## src/rtl/exec_interval_monitor.sv

```systemverilog
// -----------------------------------------------------------------------------
// exec_interval_monitor
//
// Purpose:
//   Timestamps start/stop strobes from the monitored core against the
//   free-running execution-cycle count. It computes the elapsed cycles for
//   each execution and can optionally flag intervals that fall outside
//   [in_min, in_max]. Each {anomaly, interval} record goes into a small
//   circular FIFO, which is drained through a valid/ready read port.
//
// Configuration:
//   EXEC_MON_BOUNDS_EN - when defined, the bound comparators are built and
//                        the anomaly flag is computed. When undefined,
//                        in_min/in_max are ignored and out_anomaly is
//                        always 0.
//
// Parameters:
//   WIDTH - width of the cycle count and of the interval (default 32)
//   DEPTH - FIFO entries, a power of two that is at least 2 (default 8)
//
// Ports:
//   in_clk        clock
//   in_reset      synchronous, active-high reset
//   in_cycle      current execution cycle count
//   in_start      single-cycle pulse marking the start of an execution
//   in_stop       single-cycle pulse marking the end of an execution
//   in_min        lower bound on the interval, inclusive
//   in_max        upper bound on the interval, inclusive
//   in_ready      reader accepts the head record
//   out_valid     FIFO not empty
//   out_interval  interval of the head record
//   out_anomaly   bounds-violation flag of the head record
//   out_busy      a measurement is in progress (RUNNING)
//   out_overflow  sticky; set when a record was dropped on a full FIFO
//   out_count     FIFO occupancy
// -----------------------------------------------------------------------------
module exec_interval_monitor #(
  parameter int WIDTH = 32,
  parameter int DEPTH = 8
) (
  input  logic                     in_clk,
  input  logic                     in_reset,
  input  logic [WIDTH-1:0]         in_cycle,
  input  logic                     in_start,
  input  logic                     in_stop,
  input  logic [WIDTH-1:0]         in_min,
  input  logic [WIDTH-1:0]         in_max,
  input  logic                     in_ready,
  output logic                     out_valid,
  output logic [WIDTH-1:0]         out_interval,
  output logic                     out_anomaly,
  output logic                     out_busy,
  output logic                     out_overflow,
  output logic [$clog2(DEPTH):0]   out_count
);

  localparam int AW = $clog2(DEPTH);
  localparam int CW = AW + 1;

  typedef enum logic {
    ST_IDLE,
    ST_RUNNING
  } state_e;

  // Measurement FSM state
  state_e           state_q, state_d;
  logic [WIDTH-1:0] stamp_q, stamp_d;

  // FIFO bookkeeping. DEPTH is a power of two, so the pointers wrap on
  // their own.
  logic [AW-1:0]    wr_ptr_q, wr_ptr_d;
  logic [AW-1:0]    rd_ptr_q, rd_ptr_d;
  logic [CW-1:0]    count_q, count_d;
  logic             overflow_q, overflow_d;
  logic [WIDTH:0]   mem [DEPTH];      // {anomaly, interval}

  logic [WIDTH-1:0] interval;
  logic             anomaly;
  logic             rec_push;
  logic             fifo_full;
  logic             fifo_pop;
  logic             push_ok;
  logic [WIDTH:0]   head;

  // Modular subtraction, so a wrap of the cycle counter between start and
  // stop still gives the true elapsed count.
  assign interval = in_cycle - stamp_q;

`ifdef EXEC_MON_BOUNDS_EN
  assign anomaly = (interval < in_min) || (interval > in_max);
`else
  // The bounds are unused in this build. Reducing them here keeps them
  // visibly consumed.
  logic unused_bounds;
  assign unused_bounds = ^{in_min, in_max};
  assign anomaly       = 1'b0;
`endif

  // ---------------------------------------------------------------------------
  // FSM next state
  // ---------------------------------------------------------------------------
  always_comb begin
    // NOTE: every signal assigned in this block gets a default first. If a
    // path is left unassigned, a latch is inferred.
    state_d  = state_q;
    stamp_d  = stamp_q;
    rec_push = 1'b0;
    unique case (state_q)
      ST_IDLE: begin
        // A stop with no measurement open is ignored.
        if (in_start) begin
          stamp_d = in_cycle;
          state_d = ST_RUNNING;
        end
      end
      ST_RUNNING: begin
        if (in_stop) begin
          // The record uses the old stamp. A coincident start opens the
          // next measurement straight away.
          rec_push = 1'b1;
          if (in_start) begin
            stamp_d = in_cycle;
          end else begin
            state_d = ST_IDLE;
          end
        end else if (in_start) begin
          stamp_d = in_cycle;
        end
      end
      default: state_d = ST_IDLE;
    endcase
  end

  // ---------------------------------------------------------------------------
  // FIFO next state
  // ---------------------------------------------------------------------------
  assign fifo_full = (count_q == CW'(DEPTH));
  assign fifo_pop  = (count_q != '0) && in_ready;
  // When the FIFO is full, a push still succeeds if a pop frees the slot in
  // the same cycle.
  assign push_ok   = rec_push && (!fifo_full || fifo_pop);

  always_comb begin
    wr_ptr_d   = wr_ptr_q;
    rd_ptr_d   = rd_ptr_q;
    count_d    = count_q;
    overflow_d = overflow_q || (rec_push && fifo_full && !fifo_pop);
    if (push_ok) begin
      wr_ptr_d = wr_ptr_q + AW'(1);
    end
    if (fifo_pop) begin
      rd_ptr_d = rd_ptr_q + AW'(1);
    end
    unique case ({push_ok, fifo_pop})
      2'b10:   count_d = count_q + CW'(1);
      2'b01:   count_d = count_q - CW'(1);
      default: count_d = count_q;
    endcase
  end

  // ---------------------------------------------------------------------------
  // State registers
  // ---------------------------------------------------------------------------
  always_ff @(posedge in_clk) begin
    // NOTE: sequential state uses non-blocking assignments only, so every
    // flop samples its pre-edge inputs regardless of statement order.
    if (in_reset) begin
      state_q    <= ST_IDLE;
      stamp_q    <= '0;
      wr_ptr_q   <= '0;
      rd_ptr_q   <= '0;
      count_q    <= '0;
      overflow_q <= 1'b0;
    end else begin
      state_q    <= state_d;
      stamp_q    <= stamp_d;
      wr_ptr_q   <= wr_ptr_d;
      rd_ptr_q   <= rd_ptr_d;
      count_q    <= count_d;
      overflow_q <= overflow_d;
    end
  end

  // NOTE: the storage array is not reset. Its contents only become
  // observable through a valid pointer/count pair, and the outputs are
  // gated below, so stale data never escapes after a reset.
  always_ff @(posedge in_clk) begin
    if (!in_reset && push_ok) begin
      mem[wr_ptr_q] <= {anomaly, interval};
    end
  end

  // ---------------------------------------------------------------------------
  // Outputs
  // ---------------------------------------------------------------------------
  assign head         = mem[rd_ptr_q];
  assign out_valid    = (count_q != '0);
  assign out_interval = out_valid ? head[WIDTH-1:0] : '0;
  assign out_anomaly  = out_valid && head[WIDTH];
  assign out_busy     = (state_q == ST_RUNNING);
  assign out_overflow = overflow_q;
  assign out_count    = count_q;

endmodule

```

## config.mk

```make
export PLATFORM = sky130hd
export DESIGN_NAME = exec_interval_monitor
export DESIGN_NICKNAME = d
export VERILOG_FILES = /design/src/rtl/exec_interval_monitor.sv
export SDC_FILE = /design/constraint.sdc
export NUM_CORES = 1
export LEC_CHECK = 0
export ABC_AREA = 0
export BUFFER_PORTS_ARGS = -buffer_cell sky130_fd_sc_hd__buf_2
export CELL_PAD_IN_SITES_DETAIL_PLACEMENT = 2
export CELL_PAD_IN_SITES_GLOBAL_PLACEMENT = 2
export CORE_UTILIZATION = 35
export DETAILED_ROUTE_END_ITERATION = 6
export MAX_ROUTING_LAYER = met4
export PLACE_DENSITY_LB_ADDON = 0.1
export SLEW_MARGIN = 40
export SYNTH_ARGS = -nofsm -noshare
export SYNTH_HDL_FRONTEND = slang
export SYNTH_SLANG_ARGS = --single-unit
```

## constraint.sdc

```tcl
create_clock -name in_clk -period 5.18 [get_ports in_clk]
set_input_delay 1.036 -clock in_clk [delete_from_list [all_inputs] [get_ports in_clk]]
set_output_delay 1.036 -clock in_clk [all_outputs]
set_load 0.03 [all_outputs]
```

After elaboration in Yosys (flattened, before gate mapping)
Memories as Yosys holds them, arrays and structs flattened. A register that Yosys moved wholly into a read port is not among the register bits.
Index checks and enable logic that the tools add are counted.
- reductions and logical operators: 13
- equality and inequality tests: 3
- $add $sub $neg: 5
- mux-type cells: 12
- bitwise logic cells: 1
- operators with widths (cell ; count):
    32-bit two-way mux ; 2
    32-bit subtractor ; 1
    4-bit case mux with 2 select lines ; 1
    3-bit by 1-bit adder with 3-bit output (second input constant) ; 2
    1-bit two-way mux ; 6
    3-bit two-way mux ; 2
    1-bit logical AND ; 5
    4-bit by 1-bit adder with 4-bit output (second input constant) ; 1
    4-bit == test (second input constant) ; 1
    4-bit nonzero test ; 1
    4-bit by 1-bit subtractor with 4-bit output (second input constant) ; 1
    1-bit zero test ; 3
    2-bit by 1-bit == test with 1-bit output (second input constant) ; 1
    2-bit == test (second input constant) ; 1
    1-bit logical OR ; 2
    1-bit case mux with 2 select lines ; 1
    2-bit nonzero test ; 1
    1-bit logical AND (second input constant) ; 1
    1-bit inverter ; 1
- input port bits: 101
- memories kept: 1
- RAM bits: 256
- word-level logic and storage cells: 41
- register bits: 44
- output and inout bits: 40
- memory list (memory ; depth ; width ; read ports ; clocked after Yosys merged registers in ; wr ports ; RTL line ; text):
    mem ; 8 ; 32 ; 1 ; 1 ; 1 ; 75 ; logic [WIDTH:0] mem [DEPTH];

Logic depth before layout (Yosys ltp)
- depth in word-level cells: 7
- mapped depth: 11
- mapped depth without buffers: 10

Worst setup path before layout
OpenSTA, ideal clock, no wires.
- kind: input to register
- start point: input in_ready
- end point: memory mem[0][0] (netlist name) (enable)
- setup time: 0.461 ns
- buffers on the path: 0
- slack: 0.640 ns
- stages: 5
- data required time: 4.719 ns
- data arrival time: 4.079 ns
- cells stage by stage: nand2b_1 -> nor4_1 -> nand3b_1 -> or3_1 -> nor3_1
- cells in the longest elaborated chain, start to end: 6
- RTL lines (element ; RTL line ; text):
    start, declared ; 48 ; input logic in_ready,
    1-bit logical AND ; 138 ; assign fifo_pop = (count_q != '0) && in_ready;
    1-bit logical OR ; 141 ; assign push_ok = rec_push && (!fifo_full || fifo_pop);
    1-bit logical AND ; 141 ;
    1-bit logical AND ; 188 ; if (!in_reset && push_ok) begin
    1-bit two-way mux ; 188 ;
    1-bit two-way mux (not written as such) ; 189 ; mem[wr_ptr_q] <= {anomaly, interval};
    end, declared ; 75 ;
No other way between the ends.

==> run_results.csv <==
group,metric,value,unit
status,status,"finished, final reports clean",
global_route,grt_pass1_wl,54.2,mm
timing,relSlewSlack,43.2,%
die,die-area,39400,um^2
pwr,p_int,4.78,mW
pwr,clkPwrFrac,32.5,%
setup_path,crit_path_max_incr_delay,0.72,ns
placement,io_buffers,75,
routing,wl_met3,1.46,mm
cells_and_area,nets,1127,
timing,timing.final.crit_period,3.80,ns
clock_tree,htree_levels,2,
setup_path,arrival,2.76,ns
die,ios,141,
routing,met2WireLength,17.1,mm
clock_tree,clk_path_buf_depth,3,
setup_path,path_max_fanout,39,
routing,via_count,7827,
pwr,power_density,443,nW/um^2
yosys,ys_seq_elements,303,
clock_tree,clk_pin_slew_worst_paths,0.06,ns
die,die_w,199,um
cells_and_area,layout-drive-gt1-share,23.6,%
yosys,yosysSeqAreaShare,63.8,%
routing,met1_length,15.9,mm
yosys,syn_nets,1038,
timing,rsz0062_at_grt,"no",
routing,wl_per_cell,22.9,um
yosys,ys_types,63,
clock_tree,clk_latency,0.53,ns
clock_tree,post_cts_buffers,0,
global_route,grt_use_total,19.2,%
clock_tree,cts-hold-fix-buffers,0,
timing,finalClockSkew,0.0127,ns
placement,place.gp.congestion,0.757,
pwr,power_frac_comb,25.5,%
cells_and_area,diodes,0,
clock_tree,cts_resized,0,
routing,drtPass1Iterations,4,
setup_path,required,4.14,ns
pwr,seq_power_share,42.0,%
die,core_area,37800,um^2
hold_path,hold_path_class,"reg -> reg",
routing,dr.max_layer_used,"met4",
routing,ant_nets,0,
clock_tree,clockRootBuffer,"clkbuf_16",
routing,drt_iter0_markers,356,
timing,fin_ws,1.38,ns
yosys,synthArstFlopShare,0,%
timing,timing_hold_violations_final,0,
setup_path,critPathKind,"reg -> out",
setup_path,critPathLaunchType,"flip-flop",
routing,routed_wl,34.9,mm
routing,viasPerCell,5.14,
placement,dpl_worst_slack,1.03,ns
pwr,p_sw_share,31.3,%
setup_path,critical_path_buf_inv_count,2,
global_route,grt_pass1_vias,8769,
setup_path,critPathTopFamily,"multiplexers",
timing,setup_viol,0,
timing,min_period_over_period,73.3,%
yosys,yosys_most_used_dff,"edfxtp_1",
yosys,ys_warn_count,0,
pwr,ir_drop,230,uV
setup_path,cp_cell_sequence,"buf_12, mux4_2, mux2i_1, nor2_1, buf_2",
die,rows,71,
clock_tree,cts_tree,"done",
clock_tree,cts.sinks,303,
die,die_h,199,um
global_route,grt_max_degree,46,
yosys,netlist_instances,899,
timing,tightest_slew,0.848,ns
setup_path,setup.worst_path.end_class,"primary output",
timing,tns,0,ns
run,max_cap_viol_count,0,
timing,fmax,263,MHz
routing,drc,0,
clock_tree,cts_buffers,35,
setup_path,crit_slowest_cell,"dfxtp_4",
yosys,synth_area_per_cell,15.0,um^2
cells_and_area,area_growth,16.4,%
pwr,switchingPower,2.18,mW
die,initial_core_util,35.7,%
global_route,overflow,0,
timing,final_max_slew_viol_count,0,
global_route,antenna_found_initial,0,
pwr,power.leakage,5.36,nW
yosys,synth_area,13500,um^2
yosys,synth_edf_count,256,
placement,hpwl,23.7,mm
==> tightest hold or removal path: cells and delay by family, from the launching register on <==
kind / cells / cell delay (ns)
compound gates: 1 / 0.04
simple gates: 1 / 0.08
flops: 1 / 0.33
==> metal layers <==
metal	GRT usage (%)	vias up
met2	31.4	145
met4	4.07	0
met3	2.81	35
met1	25.3	4044
met5	-	-
li1	-	3603
==> layout make-up <==
cell class,count,area [um^2]
Fill cell,3798,22100
Sequential cell,303,8640
Multi-Input combinational cell,511,4700
Clock buffer,47,942
Tap cell,511,639
Timing Repair Buffer,93,558
Inverter,44,165
Clock inverter,15,95.1
==> worst paths after layout <==
check | startpoint | end | slack [ns] | cells after the start
max reg2reg | stamp_q[12] | mem[4][29] | 2.04 | 7
max | flip-flop | out_interval[14] | 1.38 | 5
min | out_overflow | out_overflow | 0.49 | 2
min reg2reg | out_overflow | out_overflow | 0.49 | 2
==> flip-flops by register name, indices dropped and copies added (netlist names), named ones only <==
name          count
mem             256
stamp_q          32
out_count         4
rd_ptr_q          3
wr_ptr_q          3
out_busy          1
out_overflow      1
==> logic make-up (layout without fill, tap and decap cells) <==
family	Yosys count	in the layout	share of synthesized area (%)
DFF	303	303	63.8
and+or+nand+nor	198	198	6.62
muxes	130	130	15.5
AOI/OAI and AO/OA	110	110	5.58
buffers and inverters	85	199	2.61
adders and majority gates	38	38	3.63
xor gates and xnor gates	34	34	2.20
other	1	1	0.0277
==> cell usage in the layout (no fill, tap or decap), drive strengths merged, types with 5 or more instances in the layout <==
cell      n
nand2    37
dfxtp    47
o21ai    21
ha       36
nand3     8
nor3      7
nand4     6
clkinv   11
buf      93
mux2i    66
xnor2    19
edfxtp  256
and2      6
xor2     15
nand2b    6
inv      46
clkbuf   47
o21a      8
a21oi    40
mux4     64
a21o      5
nor2b     6
nor2    101
or3       5
==> power groups by stage <==
stage | clock, mW | combinational [mW] | sequential [mW]
floorplan | 0 | 1.31 | 2.90
global placement | 0 | 1.76 | 2.98
detailed placement | 0 | 1.81 | 2.99
CTS | 2.33 | 1.81 | 2.94
global route | 2.41 | 1.94 | 2.95
finish | 2.26 | 1.78 | 2.93
==> through the flow <==
stage / cells / hold slack, ns / instance area, um^2 / utilization [%] / total power, mW
3_5_place_dp: 1462 / 0.487 / 14600 / 38.6 / 4.80
5_1_grt: 1524 / 0.514 / 15700 / 41.6 / 7.30
6_report: 1524 / 0.485 / 15700 / 41.6 / 6.96
3_3_place_gp: 1461 / 0.455 / 14600 / 38.5 / 4.74
4_1_cts: 1524 / 0.501 / 15700 / 41.4 / 7.08
2_1_floorplan: 899 / 0.460 / 13500 / - / 4.22
==> Yosys cell counts (16+ instances only) <==
cell type | count | share of area, %
dfxtp_1 | 47 | 7.0
mux4_2 | 64 | 11
edfxtp_1 | 256 | 57
ha_1 | 36 | 3.3
inv_1 | 44 | 1.2
nor2_1 | 101 | 2.8
nand2_1 | 37 | 1.0
mux2i_1 | 66 | 4.9
o21ai_0 | 16 | 0.59
a21oi_1 | 35 | 1.3
xnor2_1 | 19 | 1.2
buf_2 | 18 | 0.67
No activity file was read; power rests on OpenSTA's default activity.
